### config.mk
export PLATFORM = sky130hd
export DESIGN_NAME = t07_ext_reg_arbiter
export DESIGN_NICKNAME = d
export VERILOG_FILES = /design/src/rtl/t07_ext_reg_arbiter.sv
export SDC_FILE = /design/constraint.sdc
export NUM_CORES = 1
export LEC_CHECK = 0
export ABC_AREA = 1
export CAP_MARGIN = 25
export CORE_ASPECT_RATIO = 1.4
export CORE_MARGIN = 10
export CORE_UTILIZATION = 46
export DETAILED_ROUTE_END_ITERATION = 7
export PLACE_DENSITY_LB_ADDON = 0.2
export RECOVER_POWER = 50
export REMOVE_ABC_BUFFERS = 1
export SYNTH_ARGS = -nofsm -noshare
export SYNTH_HDL_FRONTEND = slang
export SYNTH_SLANG_ARGS = --single-unit
export TNS_END_PERCENT = 20
### constraint.sdc
create_clock -name clk -period 2.94 [get_ports clk]
set_input_delay 0.588 -clock clk [delete_from_list [all_inputs] [get_ports clk]]
set_output_delay 0.588 -clock clk [all_outputs]
set_load 0.1 [all_outputs]
### src/rtl/t07_ext_reg_arbiter.sv
// Round-robin read arbiter sharing the external register bank's single read port
// between the memory handler (port 0) and the aux/display fetch (port 1).
module t07_ext_reg_arbiter #(
  parameter int ADDR_W  = 5,
  parameter int DATA_W  = 32,
  parameter int TIMEOUT = 15
) (
  input  logic              clk,
  input  logic              nrst,
  input  logic [1:0]        req_i,
  input  logic [ADDR_W-1:0] addr0_i,
  input  logic [ADDR_W-1:0] addr1_i,
  output logic [DATA_W-1:0] rdata_o,
  output logic [1:0]        done_o,
  output logic [1:0]        err_o,
  output logic              busy_o,
  output logic [ADDR_W-1:0] reg_addr_o,
  output logic              reg_ri_o,
  input  logic              reg_ack_i,
  input  logic [DATA_W-1:0] reg_rdata_i
);

  localparam int CNT_W = (TIMEOUT > 1) ? $clog2(TIMEOUT) : 1;

  typedef enum logic [1:0] {
    S_IDLE    = 2'd0,
    S_WAIT    = 2'd1,
    S_CAPTURE = 2'd2,
    S_RELEASE = 2'd3
  } state_t;

  state_t             state_q, state_d;
  logic               gnt_q, gnt_d;
  logic               last_gnt_q, last_gnt_d;
  logic [CNT_W-1:0]   wait_cnt_q, wait_cnt_d;
  logic [ADDR_W-1:0]  reg_addr_q, reg_addr_d;
  logic [DATA_W-1:0]  rdata_q, rdata_d;
  logic [1:0]         done_q, done_d;
  logic [1:0]         err_q, err_d;
  logic               gnt_sel;
  logic [1:0]         gnt_onehot;

  // On contention the port that did not win last time gets the bank.
  assign gnt_sel    = (req_i == 2'b11) ? ~last_gnt_q : req_i[1];
  assign gnt_onehot = gnt_q ? 2'b10 : 2'b01;

  always_comb begin
    state_d    = state_q;
    gnt_d      = gnt_q;
    last_gnt_d = last_gnt_q;
    wait_cnt_d = wait_cnt_q;
    reg_addr_d = reg_addr_q;
    rdata_d    = rdata_q;
    done_d     = 2'b00;
    err_d      = 2'b00;
    case (state_q)
      S_IDLE: begin
        if (req_i != 2'b00) begin
          gnt_d      = gnt_sel;
          reg_addr_d = gnt_sel ? addr1_i : addr0_i;
          wait_cnt_d = '0;
          state_d    = S_WAIT;
        end
      end
      S_WAIT: begin
        if (reg_ack_i) begin
          state_d = S_CAPTURE;
        end else if (wait_cnt_q == CNT_W'(TIMEOUT - 1)) begin
          rdata_d    = '0;
          done_d     = gnt_onehot;
          err_d      = gnt_onehot;
          last_gnt_d = gnt_q;
          state_d    = S_RELEASE;
        end else begin
          wait_cnt_d = wait_cnt_q + 1'b1;
        end
      end
      // Bank data is registered, so it is valid the cycle after ack.
      S_CAPTURE: begin
        rdata_d    = reg_rdata_i;
        done_d     = gnt_onehot;
        last_gnt_d = gnt_q;
        state_d    = S_RELEASE;
      end
      S_RELEASE: begin
        state_d = S_IDLE;
      end
      default: begin
        state_d = S_IDLE;
      end
    endcase
  end

  always_ff @(posedge clk or negedge nrst) begin
    if (!nrst) begin
      state_q    <= S_IDLE;
      gnt_q      <= 1'b0;
      last_gnt_q <= 1'b1;
      wait_cnt_q <= '0;
      reg_addr_q <= '0;
      rdata_q    <= '0;
      done_q     <= 2'b00;
      err_q      <= 2'b00;
    end else begin
      state_q    <= state_d;
      gnt_q      <= gnt_d;
      last_gnt_q <= last_gnt_d;
      wait_cnt_q <= wait_cnt_d;
      reg_addr_q <= reg_addr_d;
      rdata_q    <= rdata_d;
      done_q     <= done_d;
      err_q      <= err_d;
    end
  end

  // ri decoded straight from state so an async reset drops it at once.
  assign reg_ri_o   = (state_q == S_WAIT);
  assign busy_o     = (state_q != S_IDLE);
  assign reg_addr_o = reg_addr_q;
  assign rdata_o    = rdata_q;
  assign done_o     = done_q;
  assign err_o      = err_q;

endmodule

======== Word-level counts from Yosys, hierarchy flattened ========
Cells that the tools add are included.
storage, ports and cells
  output and inout bits ................... 43
  word-level logic and storage cells ...... 50
  bits of input ports ..................... 47
  register bits ........................... 49
cells by class
  bitwise operators ....................... 1
  reductions and logical operators ........ 9
  add/sub/neg operators ................... 1
  equal/unequal tests ..................... 10
  muxes and demuxes ....................... 21
operators with widths
  operator             count
  $mux 32              2
  $pmux 32 s2          1
  $mux 2               7
  $mux 4               3
  $pmux 2 s4           1
  $pmux 4 s2           1
  $reduce_bool 2->1    4
  $eq 2x2->1 const B   3
  $ne 2x2->1 const B   3
  $mux 5               1
  $add 4x1->4 const B  1
  $eq 4x4->1 const B   1
  $pmux 2 s2           1
  $reduce_and 2->1     2
  $reduce_and 4->1     1
  $mux 1               3
  $ne 3x1->1 const B   1
  $reduce_and 3->1     1
  $eq 2x1->1 const B   1
  $logic_not 2->1      1
  $ne 2x1->1 const B   1
  $pmux 1 s2           1
  $not 1->1            1

======== Longest topological paths before layout ========
Gate-level depths: netlist of the first run.
  depth in word-level cells ............... 4
  gate-level depth with buffers ........... 9
  mapped depth without buffers ............ 8

======== Worst setup path after synthesis of the first run ========
OpenSTA, ideal clock, no wires.
  kind .................................... reg2reg
  from .................................... register state_q[1]
  to ...................................... register rdata_q[16] (netlist: rdata_o[16])
  buffers on the path ..................... 1
  data required time ...................... 2810 ps
  stages on the path, launching flop included .. 7
  data arrival time ....................... 2002 ps
  library setup time ...................... 130 ps
  period minus slack after synthesis ...... 2132 ps
  setup slack ............................. 808 ps
  path through ............................ dfrtp_1 -> inv_1 -> ha_1 -> nand2_1 -> nand3_2 -> clkbuf_1 -> o21ai_1
between the ends
  cells in the longest elaborated chain, start to end .. 3
  elaborated cells on any way between the ends .. 7
  classes of those cells .................. eq/ne (4); mux (1); reduce/logical (2)
ends and longest elaborated chain
  what                                                RTL line  RTL
  from (decl)                                         32        state_t state_q, state_d;
  from (signal assigned)                              105       state_q <= state_d;
  $eq 2x1->1 *                                        --
  net reg_ri_o                                        18        output logic reg_ri_o,
  $ne 2x1->1 (no line), or another cell as far along  --
  $reduce_and 3->1 (no line)                          --
  to (signal assigned)                                110       rdata_q <= rdata_d;
  to (decl)                                           37        logic [DATA_W-1:0] rdata_q, rdata_d;
Mark *: on every way through the listed nets, which the timed path passes. The rest lies on a longest branch.
A chain may end at the register's enable or synchronous reset.

======== Final worst setup path of the first run ========
  from .................................... register err_q[1] (netlist: err_o[1])
  to ...................................... output port err_o[1]
RTL lines
  what                    RTL line  RTL
  from (decl)             39        logic [1:0] err_q, err_d;
  from (signal assigned)  112       err_q <= err_d;
  to (decl)               15        output logic [1:0] err_o,
No word-level cell between the ends.

==> run_results.csv, run 1 <==
group,metric,value,unit
clocking,postCtsSetupBuffers,0,
routing,num_vias,1936,
yosys,synthDominantAreaCellType,"sky130_fd_sc_hd__dfrtp_1",
clocking,cts_tree,"yes",
timing,tns,0,ns
finish,flow.area_growth_from_synthesis,39.2,%
global_routing,grt_remaining_overflow,0,
yosys,synth_top_area_share,54.6,%
global_routing,grt_first_pass_wirelength,9350,µm
clocking,worst_case_clock_buffer_depth,2,
routing,drcViolationCount,0,
die,ios,90,
placement,place.gp.congestion,0.835,
global_routing,via_count_of_the_first_global_routing_pass,1933,
worst_setup_path,cp.arrival,1.55,ns
timing,worst_slew_pin_slew,1.23,ns
clocking,worstSkewPairLatency,0.30,ns
yosys,yosys-top-cells-count,"sky130_fd_sc_hd__nand2_1, sky130_fd_sc_hd__dfrtp_1, sky130_fd_sc_hd__nor2_1, sky130_fd_sc_hd__o21ai_1, sky130_fd_sc_hd__o21ai_2",
timing,final_max_slew_viol_count,0,
worst_setup_path,timing.critical_path.fanout_max,1,
yosys,synth.distinct_cells,18,
run,max_cap_viol_count,0,
timing,period_needed,2.13,ns
yosys,ys_async_sr_fraction,100,%
finish,antenna-diode-count,0,
clocking,clock_pin_slew_on_the_worst_setup_and_hold_paths,0.09,ns
hold_path,hold_class,"input port to asynchronous set/reset pin",
yosys,synth_cells,249,
yosys,synth-seq-cells,49,
timing,max_freq,0.469,GHz
worst_setup_path,crit_family,"buffers and inverters",
worst_setup_path,setup.worst_path.end_class,"output port",
outcome,status,"complete, no violations",
finish,final_layout_size_suffix_gt1_share,15.4,%
placement,port_buffers,89,
timing,setup_viol_count_final,0,
die,die_x,78.5,µm
die,core,0.00457,mm²
worst_setup_path,cp.buffers_inverters,1,
clocking,cts_hold_buf,0,
timing,hold_viol_final,0,
clocking,ctsHtreeMaxLevel,2,
worst_setup_path,crit_required,2.35,ns
routing,avgViaCountPerCell,4.85,
clocking,cts.root.buffer_cell,"sky130_fd_sc_hd__clkbuf_8",
worst_setup_path,criticalPathCategory,"flop to output port",
yosys,synth.avg_cell_area,8.84,µm²
yosys,synth-seq-area-share,55.8,%
clocking,numCtsBuffers,5,
worst_setup_path,setup.worst_path.start_class,"flop",
global_routing,track_usage,14.2,%
timing,worst_slew_margin_rel,18.4,%
die,row_count,29,
routing,avgRoutedWirePerCell,14.4,µm
clocking,tritoncts_sink_count,49,
clocking,cts_resized,0,
yosys,synth-edff-count,0,
die,floorplan.die_area,0.00799,mm²
worst_setup_path,cp_cell_sequence,"clkbuf_1",
placement,hpwlAfterDp,4340,µm
routing,drt.antenna.violating_nets,0,
yosys,synth-warning-count,0,
worst_setup_path,cp_slowest_stage_delay,0.89,ns
timing,layout_worst_path_cycle_share,72.6,%
finish,design.final.nets,388,
routing,overall_routed_net_length,5730,µm
yosys,synthesis.area,0.00220,mm²
timing,clock_skew,0.00739,ns
timing,grt_setup_unrepaired,"no",
yosys,leading_post_synthesis_cells_by_cell_area,"sky130_fd_sc_hd__dfrtp_1, sky130_fd_sc_hd__nand2_1, sky130_fd_sc_hd__o21ai_2",
routing,detail_route.iter0.violations,153,
routing,drt_pre_antenna_iters,4,
die,dieHeight,102,µm
worst_setup_path,slowest_cell_on_the_critical_path,"sky130_fd_sc_hd__clkbuf_1",
global_routing,grt_max_degree,43,
yosys,synthMostInstantiatedCell,"sky130_fd_sc_hd__nand2_1",
die,floorplan.initialDensity,48.1,%
global_routing,antenna_found_initial,0,
yosys,ys.flop_type,"sky130_fd_sc_hd__dfrtp_1",
finish,filler_cell_count,407,
area by class of cell:
class | instances | area, µm² | area share, %
multi-input cells | 177 | 846 | 27.6
inverters | 11 | 41.3 | 1.35
clock inverters | 3 | 65.1 | 2.12
repair buffers | 92 | 738 | 24.1
well taps | 62 | 77.6 | 2.53
clock buffers | 5 | 68.8 | 2.25
flip-flops and latches | 49 | 1230 | 40.1
cells in the final DEF (no fill, tap or decap):
cell	instances
sky130_fd_sc_hd__nor3_1	1
sky130_fd_sc_hd__bufinv_16	2
sky130_fd_sc_hd__nand2_1	98
sky130_fd_sc_hd__clkbuf_8	5
sky130_fd_sc_hd__a31oi_1	5
sky130_fd_sc_hd__o21ai_1	17
sky130_fd_sc_hd__a21oi_1	4
sky130_fd_sc_hd__clkbuf_1	20
sky130_fd_sc_hd__clkinv_2	1
sky130_fd_sc_hd__buf_12	1
sky130_fd_sc_hd__clkdlybuf4s50_1	45
sky130_fd_sc_hd__nor2_1	17
sky130_fd_sc_hd__o21ai_2	13
sky130_fd_sc_hd__nand2_2	1
sky130_fd_sc_hd__clkbuf_2	1
sky130_fd_sc_hd__ha_1	5
sky130_fd_sc_hd__nand3_1	9
sky130_fd_sc_hd__inv_1	11
sky130_fd_sc_hd__buf_4	25
sky130_fd_sc_hd__o21ai_0	5
sky130_fd_sc_hd__dfstp_2	1
sky130_fd_sc_hd__nand3_2	2
sky130_fd_sc_hd__dfrtp_1	48
through the flow:
stage | cell area, µm² | cells | util [%] | worst slack (ns) | hold WS, ns
global route | 3060 | 399 | 67.0 | 0.758 | 0.440
CTS | 3140 | 399 | 68.7 | 0.922 | 0.195
global placement | 3010 | 391 | 65.7 | 0.783 | 0.467
detailed placement | 3010 | 391 | 65.7 | 0.750 | 0.470
floorplan | 2110 | 237 | - | 0.400 | 0.292
finish | 3060 | 399 | 67.0 | 0.806 | 0.365
per-layer routing:
| layer | up-vias | routed length [µm] | track usage, % |
|---|---|---|---|
| li1 | 964 | - | - |
| met1 | 894 | 2650 | 18.4 |
| met2 | 72 | 2650 | 22.3 |
| met3 | 6 | 365 | 4.39 |
| met4 | 0 | 65 | 4.15 |
| met5 | - | 0 | 0 |
path summary, 6_finish.rpt:
| check | slack (ns) | startpoint | end | depth (start not counted) |
|---|---|---|---|---|
| worst min register to register | 0.49 | rdata_o[0] | rdata_o[0] | 2 |
| worst max register to register | 1.01 | wait_cnt_q[0] | rdata_o[6] | 8 |
| max in group asynchronous | 1.26 | nrst | rdata_o[6] | 2 |
| worst min-delay path | 0.36 | nrst | rdata_o[18] | 1 |
| min in group clk | 0.49 | rdata_o[0] | rdata_o[0] | 2 |
| worst max-delay path | 0.81 | err_o[1] | err_o[1] | 1 |
registers in the layout, indices dropped and copies added (netlist names):
| signal | flops |
|---|---|
| done_o | 2 |
| state_q | 2 |
| rdata_o | 32 |
| err_o | 2 |
| reg_addr_o | 5 |
| gnt_q | 1 |
| last_gnt_q | 1 |
| wait_cnt_q | 4 |
cell families (layout without fill, tap and decap cells):
group / after synthesis / count (layout) / share of synthesized area, %
AOI/OAI and AO/OA: 44 / 44 / 12.5
adders and majority gates: 5 / 5 / 2.84
buffers and inverters: 23 / 111 / 5.80
DFF: 49 / 49 / 55.8
and+or+nand+nor: 128 / 128 / 23.1
Power of run 1 is left out: the tool's default activity adds up to more than one toggle a clock period on the data nets, which glitch-free logic cannot reach.
==> run 2: changes to the inputs <==
- CORE_UTILIZATION: 46 -> 39
- clock period: 2.94 -> 1.8 ns (I/O delays scaled with it)
==> run 2 against run 1 <==
Flip-flop and latch count unchanged. Via count is 1.1% higher. Clock skew about the same. Design area increased by 9.8%. First-iteration DRC count decreased by 26%. Critical endpoint is now busy_o. Die area is 14% higher. Global-route usage is 1.9 points lower. Critical path depth grew 3. Non-clock buffer count up 4. Hold slack worse by 0.16 ns. Setup slack got worse by 0.71 ns. Final cell count increased by 2.5%.
==> run_results.csv, run 2 (synthesis results as in run 1) <==
group,metric,value,unit
global_routing,antenna_found_initial,0,
global_routing,via_count_of_the_first_global_routing_pass,1958,
finish,largest_reg_flops,32,
finish,most_frequent_standard_cell_in_the_layout_excluding_fill_and_tap_cells,"sky130_fd_sc_hd__nand2_1",
finish,final_layout_size_suffix_gt1_share,21.7,%
routing,drt.antenna.violating_nets,0,
routing,num_vias,1957,
timing,final_max_slew_viol_count,0,
timing,max_freq,0.588,GHz
timing,layout_worst_path_cycle_share,94.4,%
clocking,cts.root.buffer_cell,"sky130_fd_sc_hd__clkbuf_8",
routing,drt_pre_antenna_iters,4,
global_routing,grt_max_degree,67,
worst_setup_path,timing.critical_path.fanout_max,4,
global_routing,grt_remaining_overflow,0,
routing,drcViolationCount,0,
finish,flow.area_growth_from_synthesis,52.8,%
timing,worst_slew_margin_rel,31.8,%
worst_setup_path,crit_family,"buffers and inverters",
routing,avgViaCountPerCell,4.78,
worst_setup_path,cp.arrival,1.34,ns
finish,sequential_cell_area,0.00123,mm²
worst_setup_path,cp_cell_sequence,"inv_1, ha_1, inv_1, buf_12",
timing,clock_skew,0.00775,ns
die,die_x,83.5,µm
timing,period_needed,1.70,ns
worst_setup_path,cp.buffers_inverters,3,
clocking,cts_hold_buf,0,
finish,final_cell_mix,"sky130_fd_sc_hd__nand2_1, sky130_fd_sc_hd__dfrtp_1, sky130_fd_sc_hd__clkdlybuf4s50_1, sky130_fd_sc_hd__buf_12, sky130_fd_sc_hd__clkbuf_2",
hold_path,hold_class,"input port to asynchronous set/reset pin",
timing,worst_slew_pin_slew,1.02,ns
finish,multiInputGateArea,846,µm²
global_routing,track_usage,12.3,%
outcome,status,"complete, no violations",
timing,tns,0,ns
finish,design.final.nets,392,
clocking,numCtsBuffers,5,
clocking,ctsHtreeMaxLevel,2,
routing,overall_routed_net_length,5860,µm
die,ios,90,
clocking,worstSkewPairLatency,0.30,ns
global_routing,grt_first_pass_wirelength,9360,µm
die,floorplan.initialDensity,40.1,%
worst_setup_path,slowest_cell_on_the_critical_path,"sky130_fd_sc_hd__dfrtp_1",
clocking,tritoncts_sink_count,49,
clocking,worst_case_clock_buffer_depth,2,
timing,setup_viol_count_final,0,
placement,port_buffers,89,
clocking,cts_tree,"yes",
worst_setup_path,timing.critical_path.depth,4,
timing,grt_setup_unrepaired,"no",
timing,hold_viol_final,0,
die,floorplan.die_area,0.00909,mm²
routing,detail_route.iter0.violations,113,
worst_setup_path,crit_required,1.44,ns
run,max_cap_viol_count,0,
die,core,0.00549,mm²
clocking,postCtsSetupBuffers,0,
routing,avgRoutedWirePerCell,14.3,µm
worst_setup_path,worstRegToRegCells,7,
worst_setup_path,cp_slowest_stage_delay,0.37,ns
placement,hpwlAfterDp,4590,µm
worst_setup_path,setup.worst_path.start_class,"flop",
die,dieHeight,109,µm
worst_setup_path,most_common_cell_type_on_the_critical_path,"sky130_fd_sc_hd__inv_1",
worst_setup_path,criticalPathCategory,"flop to output port",
placement,place.gp.congestion,0.827,
finish,antenna-diode-count,0,
die,row_count,32,
finish,filler_cell_count,453,
clocking,cts_resized,0,
clocking,clock_pin_slew_on_the_worst_setup_and_hold_paths,0.09,ns
worst_setup_path,setup.worst_path.end_class,"output port",
[run 2: cell count changes in the layout (fill, tap and decap cells not counted)]
| cell | before | now |
|---|---|---|
| sky130_fd_sc_hd__clkbuf_8 | 5 | 6 |
| sky130_fd_sc_hd__buf_12 | 1 | 23 |
| sky130_fd_sc_hd__dlymetal6s2s_1 | 0 | 1 |
| sky130_fd_sc_hd__buf_4 | 25 | 4 |
| sky130_fd_sc_hd__clkbuf_1 | 20 | 1 |
| sky130_fd_sc_hd__clkbuf_2 | 1 | 22 |
| sky130_fd_sc_hd__bufinv_16 | 2 | 0 |
| sky130_fd_sc_hd__clkinv_4 | 0 | 1 |
[run 2: area by class of cell]
class	count	area share (%)
clock buffer	6	2.46
clock inverter	2	0.409
inverter	11	1.23
multi-input combinational	177	25.1
sequential	49	36.5
tap	68	2.53
timing repair buffer	96	31.7
[run 2: path summary, 6_finish.rpt]
check	slack (ns)	endpoint	startpoint
min reg2reg	0.49	last_gnt_q	last_gnt_q
min in group clk	0.49	last_gnt_q	last_gnt_q
max	0.10	busy_o	state_q[0]
min	0.21	rdata_o[15]	nrst
max in group asynchronous	0.34	wait_cnt_q[3]	nrst
max reg2reg	0.19	rdata_o[30]	state_q[1]
[run 2: per-stage QoR]
step	hold WS (ns)	instances	utilization (%)	area (µm²)	worst slack (ns)
5_1_grt	0.277	409	61.3	3360	0.0244
6_report	0.210	409	61.3	3360	0.101
3_5_place_dp	0.342	401	65.5	3590	0.205
4_1_cts	0.0103	409	67.3	3690	0.0832
3_3_place_gp	0.335	401	65.5	3590	0.240
2_1_floorplan	0.0644	237	-	2110	-0.740
[run 2: metal layers]
layer | track usage, % | share of wire (%) | vias to the layer above
li1 | - | - | 977
met2 | 20.0 | 48 | 67
met3 | 4.40 | 5.0 | 5
met4 | 3.96 | 0.85 | 0
met5 | 0 | 0 | -
met1 | 14.9 | 46 | 908
Power of run 2 is left out for the same reason.
==> run 3: changes to the inputs <==
- CAP_MARGIN: 25 -> default
==> results of run 3 <==
Same layout as run 2: the final DEF is identical, and so are final timing and power.
Power of run 3 is left out for the same reason.
